`config.mk`:
```
export PLATFORM = sky130hd
export DESIGN_NAME = hazard_controller
export DESIGN_NICKNAME = d
export VERILOG_FILES = /design/src/rtl/hazard_pkg.sv /design/src/rtl/hazard_scoreboard.sv /design/src/rtl/hazard_controller.sv
export SDC_FILE = /design/constraint.sdc
export NUM_CORES = 1
export LEC_CHECK = 0
export BUFFER_PORTS_ARGS = -buffer_cell sky130_fd_sc_hd__buf_2
export CELL_PAD_IN_SITES_DETAIL_PLACEMENT = 2
export CELL_PAD_IN_SITES_GLOBAL_PLACEMENT = 2
export CORE_MARGIN = 8
export CORE_UTILIZATION = 28
export CTS_CLUSTER_DIAMETER = 80
export DETAILED_ROUTE_END_ITERATION = 8
export HOLD_SLACK_MARGIN = 0.08
export MAX_ROUTING_LAYER = met4
export PLACE_DENSITY_LB_ADDON = 0.1
export SETUP_SLACK_MARGIN = 0.05
export SKIP_LAST_GASP = 1
export SYNTH_ARGS = -nofsm -noshare
export SYNTH_HDL_FRONTEND = slang
export SYNTH_SLANG_ARGS = --single-unit
```
`constraint.sdc`:
```
create_clock -name clk -period 2.25 [get_ports clk]
set_input_delay 0.3375 -clock clk [delete_from_list [all_inputs] [get_ports clk]]
set_output_delay 0.3375 -clock clk [all_outputs]
set_load 0.005 [all_outputs]
```
`src/rtl/hazard_pkg.sv`:
```
// rtl/hazard_pkg.sv - shared types and constants for the hazard controller
package hazard_pkg;

  typedef enum logic [1:0] {
    KIND_NONE   = 2'd0,
    KIND_SCALAR = 2'd1,
    KIND_VECTOR = 2'd2,
    KIND_HIST   = 2'd3
  } kind_e;

  typedef enum logic {
    ST_RUN     = 1'b0,
    ST_BR_WAIT = 1'b1
  } state_e;

  localparam int SB_DEPTH = 3;
  localparam int BR_LAT   = 2;

  typedef struct packed {
    logic       valid;
    kind_e      kind;
    logic [5:0] index;
  } entry_t;

  function automatic logic entry_match(input entry_t src, input entry_t ent);
    return src.valid && ent.valid && (src.kind == ent.kind) && (src.index == ent.index);
  endfunction

endpackage

```
`src/rtl/hazard_scoreboard.sv`:
```
// rtl/hazard_scoreboard.sv - E/M/W destination shadow and source compare
module hazard_scoreboard
  import hazard_pkg::*;
(
  input  logic   clk,
  input  logic   reset,
  input  entry_t dest,
  input  logic   flush_m,
  input  entry_t src_a,
  input  entry_t src_b,
  input  entry_t src_v,
  input  entry_t src_h,
  output logic   hazard
);

  // Index 0 = E, 1 = M, 2 = W.
  entry_t sb [SB_DEPTH];

  always_ff @(posedge clk) begin
    if (!reset) begin
      for (int i = 0; i < SB_DEPTH; i++) sb[i] <= '0;
    end else begin
      sb[0] <= dest;
      sb[1] <= flush_m ? entry_t'('0) : sb[0];
      sb[2] <= sb[1];
    end
  end

  // W is included because the register file write lands at the end of that cycle.
  always_comb begin
    hazard = 1'b0;
    for (int i = 0; i < SB_DEPTH; i++) begin
      hazard = hazard | entry_match(src_a, sb[i]) | entry_match(src_b, sb[i])
                      | entry_match(src_v, sb[i]) | entry_match(src_h, sb[i]);
    end
  end

endmodule

```
`src/rtl/hazard_controller.sv`:
```
// rtl/hazard_controller.sv - pipeline stall/flush control with branch wait FSM
module hazard_controller
  import hazard_pkg::*;
(
  input  logic        clk,
  input  logic        reset,
  input  logic        valid_D,
  input  logic [2:0]  RnSA_D,
  input  logic [2:0]  RnSB_D,
  input  logic        useA_D,
  input  logic        useB_D,
  input  logic        RvS_D,
  input  logic        useV_D,
  input  logic [5:0]  RhS_D,
  input  logic        useH_D,
  input  logic        ScalarWrite_D,
  input  logic        VectorWrite_D,
  input  logic        HistogramWrite_D,
  input  logic [2:0]  RnD_D,
  input  logic        RvD_D,
  input  logic [5:0]  RhD_D,
  input  logic        Branch_D,
  input  logic        PCSrc_W,
  output logic        enable_F,
  output logic        enable_FtoD,
  output logic        FlushD,
  output logic        FlushE,
  output logic        FlushM,
  output logic        FlushW,
  output logic [15:0] stall_count
);

  state_e     state, next_state;
  logic [1:0] br_cnt, next_br_cnt;
  logic       hazard, stall;
  entry_t     dest, src_a, src_b, src_v, src_h;

  always_comb begin
    src_a = '0;
    src_b = '0;
    src_v = '0;
    src_h = '0;
    src_a.valid = valid_D & useA_D;
    src_a.kind  = KIND_SCALAR;
    src_a.index = {3'b000, RnSA_D};
    src_b.valid = valid_D & useB_D;
    src_b.kind  = KIND_SCALAR;
    src_b.index = {3'b000, RnSB_D};
    src_v.valid = valid_D & useV_D;
    src_v.kind  = KIND_VECTOR;
    src_v.index = {5'b00000, RvS_D};
    src_h.valid = valid_D & useH_D;
    src_h.kind  = KIND_HIST;
    src_h.index = RhS_D;
  end

  always_comb begin
    dest = '0;
    if (valid_D && !FlushE) begin
      if (ScalarWrite_D) begin
        dest.valid = 1'b1;
        dest.kind  = KIND_SCALAR;
        dest.index = {3'b000, RnD_D};
      end else if (VectorWrite_D) begin
        dest.valid = 1'b1;
        dest.kind  = KIND_VECTOR;
        dest.index = {5'b00000, RvD_D};
      end else if (HistogramWrite_D) begin
        dest.valid = 1'b1;
        dest.kind  = KIND_HIST;
        dest.index = RhD_D;
      end
    end
  end

  hazard_scoreboard u_scoreboard (
    .clk     (clk),
    .reset   (reset),
    .dest    (dest),
    .flush_m (FlushM),
    .src_a   (src_a),
    .src_b   (src_b),
    .src_v   (src_v),
    .src_h   (src_h),
    .hazard  (hazard)
  );

  // A PC write from W outranks a data hazard: everything younger is wrong-path.
  assign stall = reset && (state == ST_RUN) && !PCSrc_W && hazard;

  always_comb begin
    enable_F    = 1'b1;
    enable_FtoD = 1'b1;
    FlushD      = 1'b0;
    FlushE      = 1'b0;
    FlushM      = 1'b0;
    FlushW      = 1'b0;
    next_state  = state;
    next_br_cnt = br_cnt;
    if (!reset) begin
      enable_F    = 1'b0;
      enable_FtoD = 1'b0;
      FlushD      = 1'b1;
      FlushE      = 1'b1;
      FlushM      = 1'b1;
      FlushW      = 1'b1;
    end else begin
      case (state)
        ST_RUN: begin
          if (PCSrc_W) begin
            FlushD = 1'b1;
            FlushE = 1'b1;
            FlushM = 1'b1;
          end else if (hazard) begin
            enable_F    = 1'b0;
            enable_FtoD = 1'b0;
            FlushE      = 1'b1;
          end else if (valid_D && Branch_D) begin
            enable_F    = 1'b0;
            FlushD      = 1'b1;
            next_state  = ST_BR_WAIT;
            next_br_cnt = 2'd0;
          end
        end
        ST_BR_WAIT: begin
          if (br_cnt == 2'(BR_LAT)) begin
            FlushD      = PCSrc_W;
            next_state  = ST_RUN;
            next_br_cnt = 2'd0;
          end else begin
            enable_F    = 1'b0;
            FlushD      = 1'b1;
            next_br_cnt = br_cnt + 2'd1;
          end
        end
        default: next_state = ST_RUN;
      endcase
    end
  end

  always_ff @(posedge clk) begin
    if (!reset) begin
      state       <= ST_RUN;
      br_cnt      <= 2'd0;
      stall_count <= 16'd0;
    end else begin
      state  <= next_state;
      br_cnt <= next_br_cnt;
      if (stall && stall_count != 16'hFFFF) stall_count <= stall_count + 16'd1;
    end
  end

endmodule

```
==> results.json, run 1 <==
{
  "outcome": "finished, violations left",
  "violations": "negative setup slack",
  "synth_edf_count": 0,
  "hold_depth": 3,
  "max_cap_viol_count": 0,
  "pin_count": 57,
  "path_clk_slew_ns": 0.10,
  "yosys_register_bits": 46,
  "busiest_layer": "met2",
  "use_met1_pct": 20.1,
  "path_buf_inv": 3,
  "slew_headroom_pct": 63.2,
  "dieHeight_um": 110,
  "ys_async_sr_fraction_pct": 0,
  "critPathRequiredTime_ns": 1.91,
  "finalCriticalPeriod_ns": 2.60,
  "cp_top_family": "simple AND/OR/NAND/NOR gates",
  "antenna_found_initial": 0,
  "port_buffers": 56,
  "final_cells": 509,
  "grt.met3_usage_pct": 2.76,
  "cts.sinks": 46,
  "critPathCaptureType": "output port",
  "drtIter0Drc": 52,
  "post_dp_cell_area_um2": 3230,
  "crit_fanout": 5,
  "synth_area_um2": 2500,
  "ys_warn_count": 0,
  "n_antenna_cell": 0,
  "tritoncts": "yes",
  "stdcell_area_um2": 3770,
  "drt-total-wl_mm": 9.84,
  "hold_path.class": "input port to flip-flop",
  "htree_levels": 2,
  "crit_arrival_ns": 2.27,
  "clock_latency_ns": 0.31,
  "reg2reg_depth": 10,
  "ys.flop_type": "dfxtp_1",
  "ant_nets": 0,
  "grt_util_met2_pct": 26.1,
  "start_util_pct": 28.8,
  "setup_viol": 30,
  "syn-mean-instance-area_um2": 8.59,
  "syn_inst": 291,
  "critPathLaunchType": "flip-flop",
  "area_growth_pct": 50.9,
  "layout.nets": 436,
  "grt_max_degree": 27,
  "grtUsageTotal_pct": 16.0,
  "max_stage_delay_ns": 0.49,
  "dp.cells": 487,
  "grt_pass1_wl_mm": 15.8,
  "routed-via-count": 2591,
  "slew_violations": 0,
  "cts_root_buffer": "clkbuf_8",
  "first_pass_iters": 4,
  "syn_nets": 327,
  "synth_cell_types": 44,
  "row_count": 34,
  "core_area_um2": 8680,
  "die_area_um2": 12200,
  "seq_area_um2": 935,
  "wl_per_cell_um": 19.3,
  "avgViaCountPerCell": 5.09,
  "grt_pass1_vias": 2892,
  "cts_buffers": 5,
  "crit_path_cell_trace": "buf_6 -> xnor2_2 -> nand4_1 -> o31ai_2 -> or4_4 -> nor3_4 -> buf_12 -> nand2_4 -> a21oi_2 -> buf_2",
  "cpMaxStageDelayCell": "or4_4",
  "skew_ns": 0.00918,
  "final_layout_size_suffix_gt1_share_pct": 43.4,
  "grt-ovfl-total": 0,
  "hold_violations": 0,
  "clockBufferDepth": 2,
  "place_congestion": 0.796,
  "ys_seq_area_share_pct": 36.8,
  "vdd_ir_drop_max_uv": 218,
  "fmax_ghz": 0.384,
  "fill_cells": 975,
  "power_leakage_nw": 1.52,
  "worst_pin_slew_ns": 0.551,
  "rsz0062_at_grt": "true",
  "multi_input_area_um2": 1740,
  "crit_type": "flip-flop to output port",
  "fin_crit_sh_pct": 116,
  "die_width_um": 110,
  "finalWorstSetupSlack_ns": -0.353,
  "hpwl_mm": 7.13,
  "path_depth": 10,
  "drcViolationCount": 0,
  "pre_cts_slack_ns": -0.326,
  "p_per_area_nw_per_um2": 426
}
[through the flow]
step	TNS (ns)	hold WS, ns	util [%]	total power, W
floorplan	-0.000971	0.448	-	0.000947
global placement	-3.38	0.462	37.3	0.00105
detailed placement	-5.00	0.476	37.3	0.00105
CTS	-3.89	0.229	41.5	0.00162
global route	-7.45	0.250	43.5	0.00167
finish	-4.65	0.237	43.5	0.00161
[kinds of logic after synthesis]
kind of cell | share of synthesized area [%]
fa+ha+maj | 0.500
simple gates | 31.6
mux | 3.20
xor+xnor | 13.7
buf+inv | 3.80
flops | 36.8
compound gates | 10.4
[worst register-to-register path, cell delays in order, from the launching register on]
cell	delay, ns
dfxtp_2	0.34
nand4b_1	0.16
or4b_4	0.49
o31ai_2	0.20
or4_4	0.17
nor3_4	0.05
buf_4	0.14
buf_4	0.14
buf_16	0.14
or4_4	0.54
a21oi_2	0.14
[cell usage after synthesis, types with 2 or more instances]
cell,instances,area [um^2]
a211o_1,2,17.5
a21oi_1,12,60.1
and2_1,20,125
buf_2,4,20.0
clkbuf_1,10,37.5
dfxtp_1,46,921
inv_1,5,18.8
mux2i_1,8,80.1
nand2_1,28,105
nand2b_1,8,50.1
nand3_1,11,55.1
nand4_1,11,68.8
nand4b_1,3,26.3
nor2_1,20,75.1
nor3_1,4,20.0
nor3b_1,2,15.0
nor4_1,12,75.1
nor4b_1,4,35.0
o21ai_0,4,20.0
o311ai_0,3,26.3
o31ai_1,4,30.0
o41ai_1,6,52.6
or4_1,4,30.0
or4b_1,3,30.0
xnor2_1,16,140
xor2_1,23,201
[registers in the layout, indices dropped and copies added (netlist names)]
signal	count
u_scoreboard.sb	27
stall_count	16
br_cnt	2
state	1
[power by group]
part           leakage, nW  switching, W  internal (W)  total (W)
logic                 1.10      0.000115     0.0000972   0.000212
clock network       0.0447      0.000331      0.000225   0.000556
registers            0.377     0.0000148      0.000823   0.000838
[worst paths after layout]
kind,start,endpoint,slack [ns]
min reg2reg,stall_count[10],stall_count[10],0.48
max reg2reg,u_scoreboard.sb[0][6],stall_count[3],-0.31
max,u_scoreboard.sb[0][18],enable_F,-0.35
min,RhD_D[3],u_scoreboard.sb[0][3],0.24
[routing by layer]
metal / up-vias / part of all wire, %
li1: 1257 / -
met1: 1276 / 46
met2: 53 / 49
met3: 5 / 4.2
met4: 0 / 0.81
met5: - / 0
[timing repair]
item                                    4_1_cts  5_1_grt
cloned                                        2        0
endpoints found under the setup margin       32       33
hold buffers                                  0        0
gates resized for setup                      42       20
setup buffers                                 3        9
pin swaps                                    14        2
[cell usage in the layout, fill, tap and decap left out, types with 11 or more instances in the layout]
cell | netlist | layout
buf_4 | 1 | 52
nand4_1 | 11 | 11
dfxtp_2 | 0 | 11
xor2_1 | 23 | 23
buf_2 | 4 | 56
nand2_1 | 28 | 27
nor2_1 | 20 | 19
and2_1 | 20 | 19
xnor2_1 | 16 | 15
nand3_1 | 11 | 11
dfxtp_1 | 46 | 35
[final cells by class]
class / count / share of cell area (%)
well taps: 108 / 3.58
clock inverters: 3 / 0.663
flip-flops and latches: 46 / 24.8
clock buffers: 5 / 1.82
multi-input cells: 224 / 46.1
repair buffers: 118 / 22.6
inverters: 5 / 0.498
(Power assumes the default switching activity.)
==> inputs of run 2 (changes only) <==
- CORE_UTILIZATION: 28 -> 35
- CTS_BUF_LIST: not set -> sky130_fd_sc_hd__clkbuf_8
- PLACE_DENSITY_LB_ADDON: 0.1 -> 0.12
- clock period: 2.25 -> 3 ns (I/O delays scaled with it)
==> results.json, run 2 (synthesized netlist as in run 1, its figures left out) <==
{
  "worst_pin_slew_ns": 0.449,
  "holdWs_ns": 0.361,
  "stdcell_area_um2": 2990,
  "htree_levels": 2,
  "final_layout_size_suffix_gt1_share_pct": 24.3,
  "cts_root_buffer": "clkbuf_8",
  "routed-via-count": 2395,
  "mostFrequentLayoutCells": "buf_2, dfxtp_1, nand2_1",
  "critPathRequiredTime_ns": 2.55,
  "post_dp_cell_area_um2": 2890,
  "pre_cts_slack_ns": 0.297,
  "vdd_ir_drop_max_uv": 161,
  "cts_resized": 0,
  "reg2reg_depth": 8,
  "crit_fanout": 8,
  "cts_setup_buffers": 0,
  "drt-total-wl_mm": 8.15,
  "r2r_start": "u_scoreboard.sb[0][6]",
  "hold_violations": 0,
  "row_count": 31,
  "n_antenna_cell": 0,
  "cts.sinks": 46,
  "fmax_ghz": 0.362,
  "max_cap_viol_count": 0,
  "ant_nets": 0,
  "grt-ovfl-total": 0,
  "finalWorstSetupSlack_ns": 0.238,
  "core_area_um2": 7100,
  "cts_hold_buf": 0,
  "tritoncts": "yes",
  "outcome": "finished clean",
  "r2r_slack_ns": 0.58,
  "startpoint": "u_scoreboard.sb[0][6]",
  "tns_ns": 0,
  "place_congestion": 0.811,
  "largest-register": "u_scoreboard.sb",
  "grt_pass1_vias": 2659,
  "reg.largest.list": "u_scoreboard.sb (27), stall_count (16), br_cnt (2)",
  "fin_crit_sh_pct": 92.1,
  "start_util_pct": 35.2,
  "drtIter0Drc": 79,
  "p_per_area_nw_per_um2": 387,
  "total_power_w": 0.00116,
  "antenna_found_initial": 0,
  "clockBufferDepth": 2,
  "grtUsageTotal_pct": 17.2,
  "rsz0062_at_grt": "false",
  "slew_violations": 0,
  "power_leakage_nw": 1.17,
  "skew_ns": 0.00546,
  "die_width_um": 101,
  "setup_viol": 0,
  "hold_path.class": "input port to flip-flop",
  "crit_arrival_ns": 2.31,
  "avgViaCountPerCell": 5.38,
  "slew_headroom_pct": 69.8,
  "hpwl_mm": 6.20,
  "drcViolationCount": 0,
  "clock_latency_ns": 0.30,
  "wl_per_cell_um": 18.3,
  "grt_max_degree": 23,
  "final_common_cell": "buf_2",
  "largest_reg_flops": 27,
  "hold_depth": 3,
  "crit_type": "flip-flop to output port",
  "finalCriticalPeriod_ns": 2.76,
  "layout.nets": 381,
  "path_clk_slew_ns": 0.09,
  "area_growth_pct": 19.5,
  "hp-start": "RhD_D[4]",
  "fill_cells": 836,
  "critPathCaptureType": "output port",
  "dieHeight_um": 101,
  "cts_buffers": 5,
  "port_buffers": 56,
  "die_area_um2": 10100,
  "first_pass_iters": 4,
  "grt_pass1_wl_mm": 13.6,
  "pin_count": 57,
  "critPathLaunchType": "flip-flop"
}
run 2: cell types whose count changed in the layout (fill, tap and decap cells not counted), moves of 4 or more:
cell | before | now
a21oi_1 | 5 | 12
a21oi_2 | 7 | 0
buf_12 | 4 | 0
buf_4 | 52 | 7
buf_6 | 4 | 0
dfxtp_1 | 35 | 39
dfxtp_2 | 11 | 7
nor4_1 | 7 | 12
nor4_4 | 4 | 0
run 2: where the power goes:
part           switching [W]  internal [W]  leakage [nW]
combinational      0.0000722     0.0000548         0.747
clock               0.000232      0.000169        0.0447
sequential         0.0000118      0.000617         0.375
total               0.000316      0.000841          1.17
run 2: area by class of cell:
class	instances	area [um^2]	area share, %
clock buffers	5	68.8	2.30
clock inverters	3	25.0	0.838
inverters	5	18.8	0.628
multi-input cells	224	1490	49.8
flip-flops and latches	46	930	31.1
well taps	99	124	4.15
repair buffers	63	333	11.1
run 2: final timing paths:
| path | to |
|---|---|
| worst max register to register | stall_count[10] |
| worst min register to register | stall_count[10] |
| worst min-delay path | u_scoreboard.sb[0][4] |
| worst max-delay path | FlushD |
run 2: critical path: stages (launching register included):
cell and delay (ns):
dfxtp_1 0.36, nand4b_1 0.19, or4b_1 0.47, o31ai_1 0.22, or4_1 0.16, nor3_2 0.05, buf_4 0.18, a211o_1 0.25
buf_2 0.13
run 2: metrics by stage:
stage	utilization [%]	cells
3_5_place_dp	40.6	437
2_1_floorplan	-	291
4_1_cts	42.0	445
6_report	42.1	445
3_3_place_gp	40.6	437
5_1_grt	42.1	445
run 2: per-layer routing:
metal | up-vias | global-route usage, % | share of wire (%)
met3 | 8 | 2.90 | 3.1
met4 | 0 | 3.37 | 1.1
li1 | 1150 | - | -
met1 | 1189 | 21.3 | 48
met2 | 48 | 28.7 | 47
met5 | - | - | 0
